### src/rtl/fifo_param_pkg.sv
// Shared types and defaults for the parameterised FIFO.
package fifo_param_pkg;

    parameter int unsigned DefDataWidth = 32;
    parameter int unsigned DefDepth     = 8;

    // Per-cycle handshake outcome, registered and decoded to ack/err a cycle later.
    typedef enum logic [2:0] {
        StIdle  = 3'd0,
        StWrite = 3'd1,
        StWrErr = 3'd2,
        StRead  = 3'd3,
        StRdErr = 3'd4,
        StRw    = 3'd5
    } fifo_state_e;

endpackage

### src/rtl/regbank_param.sv
// DEPTH x DATA_WIDTH register bank with one-hot write enables and a shared write bus.
module regbank_param
    import fifo_param_pkg::*;
#(
    parameter int unsigned DATA_WIDTH = DefDataWidth,
    parameter int unsigned DEPTH      = DefDepth
) (
    input  logic                                clk,
    input  logic                                reset_n,
    input  logic [DEPTH-1:0]                    en,
    input  logic [DATA_WIDTH-1:0]               d_in,
    output logic [DEPTH-1:0][DATA_WIDTH-1:0]    q
);

    for (genvar i = 0; i < DEPTH; i++) begin : g_entry
        // Each entry loads the shared bus when its enable bit is set; reset clears it.
        always_ff @(posedge clk or negedge reset_n) begin
            if (!reset_n) begin
                q[i] <= '0;
            end else if (en[i]) begin
                q[i] <= d_in;
            end
        end
    end

endmodule

### src/rtl/fifo_param.sv
// Parameterised synchronous FIFO: pointers, occupancy count, read mux and handshake FSM.
// Optional sticky overflow/underflow flags are built only when FIFO_STICKY_ERR_EN is defined.
module fifo_param
    import fifo_param_pkg::*;
#(
    parameter int unsigned DATA_WIDTH = DefDataWidth,
    parameter int unsigned DEPTH      = DefDepth,
    localparam int unsigned AW        = $clog2(DEPTH)
) (
    input  logic                  clk,
    input  logic                  reset_n,
    input  logic                  wr_en,
    input  logic                  rd_en,
    input  logic [DATA_WIDTH-1:0] d_in,
    output logic [DATA_WIDTH-1:0] d_out,
    output logic                  full,
    output logic                  empty,
    output logic                  wr_ack,
    output logic                  wr_err,
    output logic                  rd_ack,
    output logic                  rd_err,
    output logic [AW:0]           data_count,
    output logic                  ovf_sticky,
    output logic                  udf_sticky
);

    logic [AW-1:0]                   wr_ptr_q, wr_ptr_d;
    logic [AW-1:0]                   rd_ptr_q, rd_ptr_d;
    logic [AW:0]                     count_q, count_d;
    logic [DATA_WIDTH-1:0]           d_out_q, d_out_d;
    logic [DEPTH-1:0]                wr_sel;
    logic [DEPTH-1:0][DATA_WIDTH-1:0] bank;
    fifo_state_e                     state_q, state_d;
    // Pop rejected in the same cycle a push was accepted (empty, both requested).
    logic                            rd_rej_q, rd_rej_d;
    logic                            wr_ok, rd_ok;

    assign full       = (count_q == (AW+1)'(DEPTH));
    assign empty      = (count_q == '0);
    assign data_count = count_q;
    assign d_out      = d_out_q;

    // A pop frees a slot, so a push into a full FIFO still lands when paired with a pop.
    assign rd_ok = rd_en && !empty;
    assign wr_ok = wr_en && (!full || rd_ok);

    // One-hot write enable decoded from the write pointer.
    always_comb begin
        wr_sel = '0;
        if (wr_ok) begin
            wr_sel[wr_ptr_q] = 1'b1;
        end
    end

    regbank_param #(
        .DATA_WIDTH (DATA_WIDTH),
        .DEPTH      (DEPTH)
    ) u_bank (
        .clk     (clk),
        .reset_n (reset_n),
        .en      (wr_sel),
        .d_in    (d_in),
        .q       (bank)
    );

    // Pointer, count and read-data next state.
    always_comb begin
        wr_ptr_d = wr_ptr_q;
        rd_ptr_d = rd_ptr_q;
        count_d  = count_q;
        d_out_d  = d_out_q;
        if (wr_ok) begin
            wr_ptr_d = wr_ptr_q + AW'(1);
        end
        if (rd_ok) begin
            rd_ptr_d = rd_ptr_q + AW'(1);
            d_out_d  = bank[rd_ptr_q];
        end
        unique case ({wr_ok, rd_ok})
            2'b10:   count_d = count_q + (AW+1)'(1);
            2'b01:   count_d = count_q - (AW+1)'(1);
            default: count_d = count_q;
        endcase
    end

    // Datapath registers.
    always_ff @(posedge clk or negedge reset_n) begin
        if (!reset_n) begin
            wr_ptr_q <= '0;
            rd_ptr_q <= '0;
            count_q  <= '0;
            d_out_q  <= '0;
        end else begin
            wr_ptr_q <= wr_ptr_d;
            rd_ptr_q <= rd_ptr_d;
            count_q  <= count_d;
            d_out_q  <= d_out_d;
        end
    end

    // FSM state register.
    always_ff @(posedge clk or negedge reset_n) begin
        if (!reset_n) begin
            state_q  <= StIdle;
            rd_rej_q <= 1'b0;
        end else begin
            state_q  <= state_d;
            rd_rej_q <= rd_rej_d;
        end
    end

    // FSM next state: classify this cycle's requests against the occupancy flags.
    always_comb begin
        rd_rej_d = wr_ok && rd_en && !rd_ok;
        if (wr_ok && rd_ok) begin
            state_d = StRw;
        end else if (wr_ok) begin
            state_d = StWrite;
        end else if (rd_ok) begin
            state_d = StRead;
        end else if (wr_en) begin
            state_d = StWrErr;
        end else if (rd_en) begin
            state_d = StRdErr;
        end else begin
            state_d = StIdle;
        end
    end

    // FSM outputs: decode the registered outcome into ack/err strobes.
    always_comb begin
        wr_ack = (state_q == StWrite) || (state_q == StRw);
        wr_err = (state_q == StWrErr);
        rd_ack = (state_q == StRead) || (state_q == StRw);
        rd_err = (state_q == StRdErr) || rd_rej_q;
    end

`ifdef FIFO_STICKY_ERR_EN
    logic ovf_q, udf_q;

    // Sticky flags rise together with the err strobe and hold until reset.
    always_ff @(posedge clk or negedge reset_n) begin
        if (!reset_n) begin
            ovf_q <= 1'b0;
            udf_q <= 1'b0;
        end else begin
            ovf_q <= ovf_q || (state_d == StWrErr);
            udf_q <= udf_q || (state_d == StRdErr) || rd_rej_d;
        end
    end

    assign ovf_sticky = ovf_q;
    assign udf_sticky = udf_q;
`else
    assign ovf_sticky = 1'b0;
    assign udf_sticky = 1'b0;
`endif

endmodule

### config.mk
export PLATFORM = sky130hd
export DESIGN_NAME = fifo_param
export DESIGN_NICKNAME = d
export VERILOG_FILES = /design/src/rtl/fifo_param_pkg.sv /design/src/rtl/regbank_param.sv /design/src/rtl/fifo_param.sv
export SDC_FILE = /design/constraint.sdc
export NUM_CORES = 1
export LEC_CHECK = 0
export BUFFER_PORTS_ARGS = -buffer_cell sky130_fd_sc_hd__buf_2
export CAP_MARGIN = 5
export CELL_PAD_IN_SITES_DETAIL_PLACEMENT = 2
export CELL_PAD_IN_SITES_GLOBAL_PLACEMENT = 2
export CORE_MARGIN = 1
export CORE_UTILIZATION = 41
export CTS_BUF_LIST = sky130_fd_sc_hd__clkbuf_4
export CTS_CLUSTER_SIZE = 30
export DETAILED_ROUTE_END_ITERATION = 6
export PLACE_DENSITY = 0.88
export SLEW_MARGIN = 20
export SYNTH_ARGS = -nofsm -noshare
export SYNTH_HDL_FRONTEND = slang
export SYNTH_SLANG_ARGS = --single-unit
### constraint.sdc
create_clock -name clk -period 2.3 [get_ports clk]
set_input_delay 0.115 -clock clk [delete_from_list [all_inputs] [get_ports clk]]
set_output_delay 0.115 -clock clk [all_outputs]
set_load 0.01 [all_outputs]
==> results of run 1 <==
[synth_stat cells, types with 2 or more instances]
master	instances	area, sq um
sky130_fd_sc_hd__buf_1	2	7.51
sky130_fd_sc_hd__o22ai_1	9	56.3
sky130_fd_sc_hd__dfrtp_1	302	7560
sky130_fd_sc_hd__and2_1	3	18.8
sky130_fd_sc_hd__mux2_1	257	2890
sky130_fd_sc_hd__o221ai_1	23	201
sky130_fd_sc_hd__inv_1	3	11.3
sky130_fd_sc_hd__a21oi_1	2	10.0
sky130_fd_sc_hd__clkbuf_1	13	48.8
sky130_fd_sc_hd__nand2_1	39	146
sky130_fd_sc_hd__nand4_4	2	42.5
sky130_fd_sc_hd__nor2b_1	7	43.8
sky130_fd_sc_hd__nor2_1	3	11.3
sky130_fd_sc_hd__a221o_1	9	90.1
sky130_fd_sc_hd__xnor2_1	6	52.6
sky130_fd_sc_hd__buf_4	24	180
sky130_fd_sc_hd__nand3_2	6	60.1
sky130_fd_sc_hd__ha_1	6	75.1
sky130_fd_sc_hd__o21ai_1	32	160
sky130_fd_sc_hd__xor2_1	4	35.0
sky130_fd_sc_hd__buf_2	13	65.1
sky130_fd_sc_hd__clkbuf_2	2	10.0
sky130_fd_sc_hd__mux2_2	65	732
sky130_fd_sc_hd__nand2b_1	4	25.0
sky130_fd_sc_hd__buf_6	6	67.6
sky130_fd_sc_hd__mux2i_1	64	641
sky130_fd_sc_hd__a22oi_1	23	173
[cell families (layout without fill, tap and decap cells)]
| family | after synthesis | count (layout) | synth area share [%] |
|---|---|---|---|
| DFF | 302 | 302 | 55.9 |
| AOI/OAI and AO/OA | 103 | 103 | 5.38 |
| muxes | 386 | 386 | 31.5 |
| buffers and inverters | 63 | 295 | 2.89 |
| and+or+nand+nor | 71 | 71 | 3.07 |
| xor gates and xnor gates | 10 | 10 | 0.648 |
| other | 1 | 4 | 0.0277 |
| adders and majority gates | 6 | 6 | 0.555 |
[registers in the layout (all words and copies together), names as in the netlist]
name	count
d_out	32
wr_ptr_q	3
state_q	3
u_bank.q	256
rd_rej_q	1
data_count	4
rd_ptr_q	3
[metal layers]
| metal | up-vias | global-route usage, % | wire (um) | part of all wire [%] |
|---|---|---|---|---|
| met1 | 4793 | 33.7 | 18100 | 40 |
| met5 | - | 0 | 0 | 0 |
| li1 | 3841 | - | - | - |
| met3 | 108 | 5.31 | 1830 | 4.0 |
| met4 | 0 | 13.5 | 1620 | 3.6 |
| met2 | 257 | 49.2 | 23800 | 52 |
[worst max-delay path by stage]
stage / from / to / slack, ns / cells after the start
final: data_count[3]$_DFFE_PN0P_ / data_count[2]$_DFFE_PN0P_ / -0.07 / 10
after global routing: data_count[3]$_DFFE_PN0P_ / data_count[2]$_DFFE_PN0P_ / -0.14 / 10
after CTS: data_count[0]$_DFFE_PN0P_ / data_count[2]$_DFFE_PN0P_ / 0.0001 / 10
after detailed placement: data_count[1]$_DFFE_PN0P_ / data_count[2]$_DFFE_PN0P_ / -0.02 / 10
after global placement: data_count[1]$_DFFE_PN0P_ / data_count[2]$_DFFE_PN0P_ / 0.11 / 10
after floorplan: data_count[0]$_DFFE_PN0P_ / data_count[3]$_DFFE_PN0P_ / 0.003 / 9
[critical path, cell delays in order, from the launching register on]
cell                       delay, ns
sky130_fd_sc_hd__dfrtp_2        0.44
sky130_fd_sc_hd__nor4_4         0.32
sky130_fd_sc_hd__nand2b_4       0.19
sky130_fd_sc_hd__inv_1          0.11
sky130_fd_sc_hd__ha_4           0.20
sky130_fd_sc_hd__xor2_1         0.18
sky130_fd_sc_hd__ha_1           0.22
sky130_fd_sc_hd__a21oi_2        0.15
sky130_fd_sc_hd__xnor2_1        0.16
sky130_fd_sc_hd__nand2_1        0.12
sky130_fd_sc_hd__xnor2_2        0.15
[cell usage in the layout (no fill, tap or decap), types with 23 or more instances in the layout]
cell | synthesis | routed
sky130_fd_sc_hd__dfrtp_1 | 302 | 297
sky130_fd_sc_hd__mux2_1 | 257 | 257
sky130_fd_sc_hd__clkbuf_4 | 0 | 114
sky130_fd_sc_hd__buf_2 | 13 | 76
sky130_fd_sc_hd__mux2_2 | 65 | 65
sky130_fd_sc_hd__mux2i_1 | 64 | 64
sky130_fd_sc_hd__nand2_1 | 39 | 38
sky130_fd_sc_hd__dlygate4sd3_1 | 0 | 37
sky130_fd_sc_hd__o21ai_1 | 32 | 32
sky130_fd_sc_hd__a22oi_1 | 23 | 23
sky130_fd_sc_hd__o221ai_1 | 23 | 23
[layout make-up]
class,instances,area [sq um]
diodes,2,5.00
multi-input cells,578,5640
clock buffers,114,856
repair buffers,153,1270
clock inverters,25,210
well taps,442,553
fillers,3123,16400
flip-flops and latches,302,7570
inverters,3,11.3
[power by group through the flow]
stage               Sequential [W]  Combinational, W  Clock (W)
CTS                        0.00989           0.00973    0.00539
detailed placement         0.00979           0.00916          0
global route                0.0103            0.0104    0.00570
finish                      0.0100           0.00987    0.00532
global placement           0.00931           0.00836          0
floorplan                  0.00926           0.00609          0
[through the flow]
stage / utilization (%) / power (W) / setup TNS (ns) / hold WS, ns
after floorplan: - / 0.0153 / 0 / -0.181
after CTS: 49.5 / 0.0250 / 0 / 0.168
after detailed placement: 44.9 / 0.0190 / -0.0185 / 0.116
after global routing: 49.5 / 0.0264 / -0.251 / 0.222
after global placement: 44.9 / 0.0177 / 0 / 0.106
final: 49.5 / 0.0252 / -0.0852 / 0.228
[timing repair]
action / in CTS / in global routing
hold buffers: 37 / 0
pin swaps: 0 / 1
endpoints found under the setup margin: 2 / 2
endpoints found under the hold margin: 568 / 0
buffers inserted: 2 / 1
resized for setup: 8 / 0
==> results.md, run 1 <==
- Yosys mapped a number of flops with a built-in enable equal to 0.
- The capture instance of the worst register-to-register path is data_count[2]$_DFFE_PN0P_.
- The post-synthesis sequential element count is 302.
- Setup repair after global routing could not meet its margin everywhere.
- The hold-critical path endpoint is u_bank.q[248]$_DFFE_PN0P_.
- The average routed wire per standard cell is roughly 28 um.
- The maximum achievable frequency is 423 MHz.
- The tree is rooted in a sky130_fd_sc_hd__clkbuf_4.
- The path class of the tightest hold or removal check is in2reg.
- The clock reaches the later pin of the worst-skew pair after ~0.77 ns.
- The depth of the CTS H-tree is 3.
- Timing analysis after detailed placement gives a worst setup slack of -0.0185 ns.
- Along the worst path, the maximum fanout reaches 5.
- Once routing completed, OpenROAD measured the worst setup slack at -0.0652 ns.
- At the pin with the least slew margin, the transition time is 0.830 ns.
- TritonCTS built the clock tree.
- The number of instances in the placed design is around 1,400.
- The time the worst path needs with I/O delays and setup is 2.37 ns.
- At the end of the flow, the number of nets in the layout was 1,163.
- The number of buffers created by CTS is 83.
- The instance area after placement is 0.0146 sq mm.
- Entering global routing, the biggest net connects 80 pins.
- From bottom edge to top edge, the die measures 184 um.
- Across all layers, the routed design uses 8,999 vias.
- The relative contribution of the clock network to total power is 21.1%.
- The count of nets left with antenna violations once routing finished came out at 0.
- The overflow left after global routing is 0.
- The setup slack on the worst flop-to-flop path is -0.07 ns.
- The kind of launch point of the worst setup path is a flop.
- Of the total power, registers draw 39.7%.
- The fraction of registers with async set or reset after synthesis is 100%.
- The overall track demand over capacity in global routing is 28.3%.
- The remaining max-slew budget at the tightest pin is 44.7%.
- The initial core utilization is 41.6%.
- The fraction of the cycle the final worst path needs is 103%.
- The clock input transition at the sequential cells of the worst setup and hold paths is 0.07 ns.
- For this run, the leading register cell type out of synthesis is sky130_fd_sc_hd__dfrtp_1.
- The number of standard cells in the layout, taps in and fillers out is 1,619.
- The count of cell types in the netlist is 40.
- The count of endpoints failing hold in the final timing report is 0.
- Summed over all nets, the switching power comes to 0.00994 W.
- In this run, the number of DRC markers left after iteration 0 of detailed routing was 438.
- Counting every instance in the synthesized netlist gives 942.
- Dividing total power by cell area gives a power density of 1570 mW/mm^2.
- The number of warnings reported in the yosys synthesis log is 0.
- The reg-to-reg critical path startpoint is data_count[3]$_DFFE_PN0P_.
- The final setup skew is between 0.05 and 0.06 ns.
- After routing the design area is approximately 0.016 sq mm.
- The mean number of vias per cell is around 5.6.
- After synthesis the cells add up to 0.0135 sq mm.
- At the worst endpoint, the arrival time is approximately 3 ns.
- The final setup violation count is 2.
- The first-pass GRT wire length is 70,600 um.
- The horizontal extent of the die is 184 um.
- The run finished, with violations left.
- The post-synthesis area per instance is 14.4 sq um.
- Of the synthesized area, sequential elements account for a little under three fifths.
- Cell internal power was estimated by the tool at ~0.015 W.
- The via count of the first global-routing pass is ~11,000.
- Of the cells placed in the final design, the portion with a size suffix greater than 1 is 28.0%.
- At the worst endpoint, the required time is between 2 and 3 ns.
- At the end of routability-driven placement, the weighted congestion stood at 0.733.
- Counting every sink on the clock net gives 302.
- After legalization and detailed placement, the total HPWL measured between 20,000 and 25,000 um.
- The startpoint identified for the worst hold timing path is d_in[24].
- For this run, the detailed router's first-pass iteration total came to 4.
- The number of antenna violations at the first check in global routing is 2.
- The kind of end point of the critical path is a flop.
- The cell depth of the worst hold path is 3.
- The number of pins exceeding their max-slew limit in the final report is 0.
- The final layout contains routed wiring with a total length of 45,400 um.
- Combinational cells account for between 30% and 40% of the total power.
- The top-level I/O count is 80.
- The area growth from synthesis to layout is 19.1%.
- The checks that failed: setup timing.
- In the routed design, unresolved DRC markers number 0.
- The worst-case IR drop observed on VDD is 682 uV.
- Row generation in the floorplan step produced between 60 and 70 rows.
- The core region is 0.0325 sq mm.
- The count of port buffers added during placement is 77.
- The total leakage power is 7.27 nW.
- In this run switching power makes up about two fifths of total power.
- The max capacitance violation total is 0.
- The worst-case clock buffer depth is 3.
- The overall die area is roughly 0.034 sq mm.
- For the worst flop-to-flop path, the logic depth is 10.
- The critical path in this run is classified as reg2reg.
No activity file was read; power rests on OpenSTA's default activity.
==> inputs of run 2 (changes only) <==
CORE_UTILIZATION = 46   (was 41)
MAX_ROUTING_LAYER = met4   (was unset)
PLACE_DENSITY = 0.93   (was 0.88)
clock period = 2.61 ns   (was 2.3 ns; I/O delays follow)
==> run 2 against run 1 <==
Compared with the run above:
- the flow now finishes without violations
- clock skew increased by 0.028 ns
- non-clock buffer count down 7
- first-iteration DRC count up 27%
- final cell count is 3.4% lower
- combinational power shrank 11%
- critical endpoint unchanged
- largest power group unchanged
- highest routed layer unchanged
==> results.md, run 2 (same netlist as run 1, synthesis figures left out) <==
- The critical path data required time is 3.21 ns (+0.31 ns).
- The final setup skew is 0.0817 ns (+0.0283 ns).
- The final routed wirelength across all metal layers came to 51,000 um (+12%).
- The pin slew with the least headroom to its limit came to 0.887 ns (+0.0571 ns).
- The cell family contributing the most delay on the critical path is simple AND/OR/NAND/NOR gates.
- The total power divided by cell area is 1430 mW/mm^2 (-8.6%).
- The half-perimeter wire length after placement is 24,700 um (+2.7%).
- The fraction of the cycle the final worst path needs is 91.6% (-11 points).
- The worst-case clock buffer depth came to 3 (unchanged).
- The overflow left after global routing is 0 (unchanged).
- The critical path data arrival time came to 2.99 ns (+0.03 ns).
- The time the worst path needs with I/O delays and setup was 2.39 ns (+0.0254 ns).
- The number of detailed-route iterations in the first pass is 5 (+1).
- The first-pass GRT wire length is 77,400 um (+9.6%).
- The tree is rooted in a sky130_fd_sc_hd__clkbuf_4.
- The signal on the critical path passes through nor4_2, nand2b_2, inv_1, ha_1, xor2_1, ha_1, a21oi_1, xnor2_1, nand2_1, xnor2_1.
- The depth of the CTS H-tree is 3 (unchanged).
- The most frequent standard cell in the layout excluding fill and tap cells is sky130_fd_sc_hd__dfrtp_1.
- The cell type of the slowest stage on the worst timing path is sky130_fd_sc_hd__dfrtp_1.
- The end-of-flow core utilization is 55.3% (+5.8 points).
- The clock input transition at the sequential cells of the worst setup and hold paths was 0.09 ns (+0.02 ns).
- The net count reported at finish is 1,156 (-0.60%).
- The run finished with clean final reports.
- The vertical die dimension is 173 um (-5.5%).
- The overall track demand over capacity in global routing is 36.3% (+8.0 points).
- The hold slack is 0.226 ns (-0.00234 ns).
- The maximum achievable frequency was 418 MHz (-1.1%).
- The cell depth of the worst hold path is 3 (unchanged).
- The peak ir drop on the vdd network is 476 uV (-30%).
- The count of standard-cell rows is 62 (-6.1%).
- The initial core utilization is 47.0% (+5.4 points).
- The mean number of vias per cell came to 5.96 (+7.2%).
- The average routed wire per standard cell was 32.6 um (+16%).
- The number of buffers created by CTS is 83 (unchanged).
- The area of the core region is 0.0288 sq mm (-12%).
- The total via count in the routed design is 9,320 (+3.6%).
- The number of pins exceeding their max-slew limit in the final report was 0 (unchanged).
- The total negative slack is 0 ns (+0.0852 ns).
- u_bank.q holds more flip-flops than any other register.
- The CTS tree is yes.
- The max capacitance violation total is 0 (unchanged).
- The overall die area is 0.0301 sq mm (-11%).
- The latest clock arrival within the worst-skew pair came to 0.80 ns (+0.03 ns).
- The number of DRC violations after detailed-routing iteration 0 is 555 (+27%).
- The area growth from synthesis to layout is 17.7%.
- The count of endpoints failing hold in the final timing report is 0 (unchanged).
- The number of post-CTS setup repair buffers came to 0 (-2).
- The count of nets left with antenna violations after detail routing is 0 (unchanged).
- The number of fill cells is 2,600 (-17%).
- The largest stage delay on the critical path is 0.47 ns (+0.03 ns).
- The worst setup path is captured at a flop.
- The count of clock tree sinks is 302 (unchanged).
- The critical path is of the reg2reg type.
- Setup repair after global routing left no endpoint under its margin.
- The total DRC errors in the routed layout was 0 (unchanged).
- The worst register-to-register path begins at data_count[2]$_DFFE_PN0P_.
- The cell count of the worst reg-to-reg path is 10 (unchanged).
- The logic depth of the worst path, buffers included is 10 (unchanged).
- In the layout the commonest cells are sky130_fd_sc_hd__dfrtp_1 (301), sky130_fd_sc_hd__mux2_1 (257), sky130_fd_sc_hd__clkbuf_4 (122), sky130_fd_sc_hd__buf_2 (76), sky130_fd_sc_hd__mux2_2 (65).
- The min-delay analysis places its worst path in the category in2reg.
- The most critical setup path has its startpoint at data_count[2]$_DFFE_PN0P_.
- The top-level I/O count was 80 (unchanged).
- The largest fanout on the critical path is 7 (+2).
- The horizontal extent of the die is 173 um (-5.5%).
- The count of port buffers added during placement is 77 (unchanged).
- The fraction of final layout cells sized beyond drive strength 1 came to 27.2% (-0.75 points).
- The number of antenna violations at the first check in global routing is 2 (unchanged).
- The flip-flop count of the largest register, all copies and words added was 256 (unchanged).
- The last weighted congestion value of the routability-driven placer came to 0.726 (-0.94%).
- The worst setup path is launched from a flop.
- The total leakage power is 7.24 nW (-0.46%).
- The via count of the first global-routing pass came to 11,300 (+3.0%).
- The final setup violation count is 0 (-2).
- The startpoint identified for the worst hold timing path is d_in[5].
- The buffer and inverter count on the worst path is 1 (unchanged).
- The maximum number of pins on one net before global-route repair is 91 (+14%).
- The remaining max-slew budget at the tightest pin is 40.9% (-3.8 points).
-- run 2: worst register-to-register path, cell delays in order (launching register included) --
cell                       delay, ns
sky130_fd_sc_hd__dfrtp_1        0.47
sky130_fd_sc_hd__nor4_2         0.34
sky130_fd_sc_hd__nand2b_2       0.20
sky130_fd_sc_hd__inv_1          0.11
sky130_fd_sc_hd__ha_1           0.27
sky130_fd_sc_hd__xor2_1         0.18
sky130_fd_sc_hd__ha_1           0.20
sky130_fd_sc_hd__a21oi_1        0.15
sky130_fd_sc_hd__xnor2_1        0.14
sky130_fd_sc_hd__nand2_1        0.09
sky130_fd_sc_hd__xnor2_1        0.12
-- run 2: final timing paths --
kind | endpoint | slack (ns)
max in group asynchronous | u_bank.q[226]$_DFFE_PN0P_ | 1.51
max | data_count[2]$_DFFE_PN0P_ | 0.22
min | u_bank.q[133]$_DFFE_PN0P_ | 0.23
max reg2reg | data_count[2]$_DFFE_PN0P_ | 0.22
min reg2reg | d_out[2]$_DFFE_PN0P_ | 0.48
min in group asynchronous | u_bank.q[131]$_DFFE_PN0P_ | 0.52
-- run 2: what timing repair did --
action	in CTS	in global routing
hold buffers	38	0
resized for setup	0	0
hold endpoints to repair	568	0
-- run 2: layer usage --
metal	share of wire (%)	wire, um	global-route usage, %	vias to the layer above
li1	-	-	-	3827
met1	39	19700	40.5	4951
met2	52	26600	61.2	369
met3	4.4	2260	6.89	173
met4	4.9	2500	20.4	0
met5	0	0	-	-
-- run 2: area by class of cell --
cell class	count	area (sq um)	area share [%]
Antenna cell	2	5.00	0.0315
Clock buffer	122	916	5.76
Sequential cell	302	7560	47.5
Tap cell	384	480	3.02
Clock inverter	27	186	1.17
Timing Repair Buffer	146	1160	7.31
Inverter	3	11.3	0.0708
Multi-Input combinational cell	578	5590	35.1
-- run 2: stage by stage --
stage	std cells	cell area [sq um]	total power, W	setup slack [ns]
CTS	1562	15900	0.0222	0.184
floorplan	943	13500	0.0135	0.135
finish	1564	15900	0.0228	0.219
global route	1564	15900	0.0236	0.0213
detailed placement	1375	14400	0.0167	0.205
global placement	1375	14400	0.0154	0.319
-- run 2: where the power goes --
part / internal, W / switching, W / total, W
clock network: 0.00245 / 0.00241 / 0.00485
registers: 0.00706 / 0.00207 / 0.00913
logic: 0.00388 / 0.00491 / 0.00879
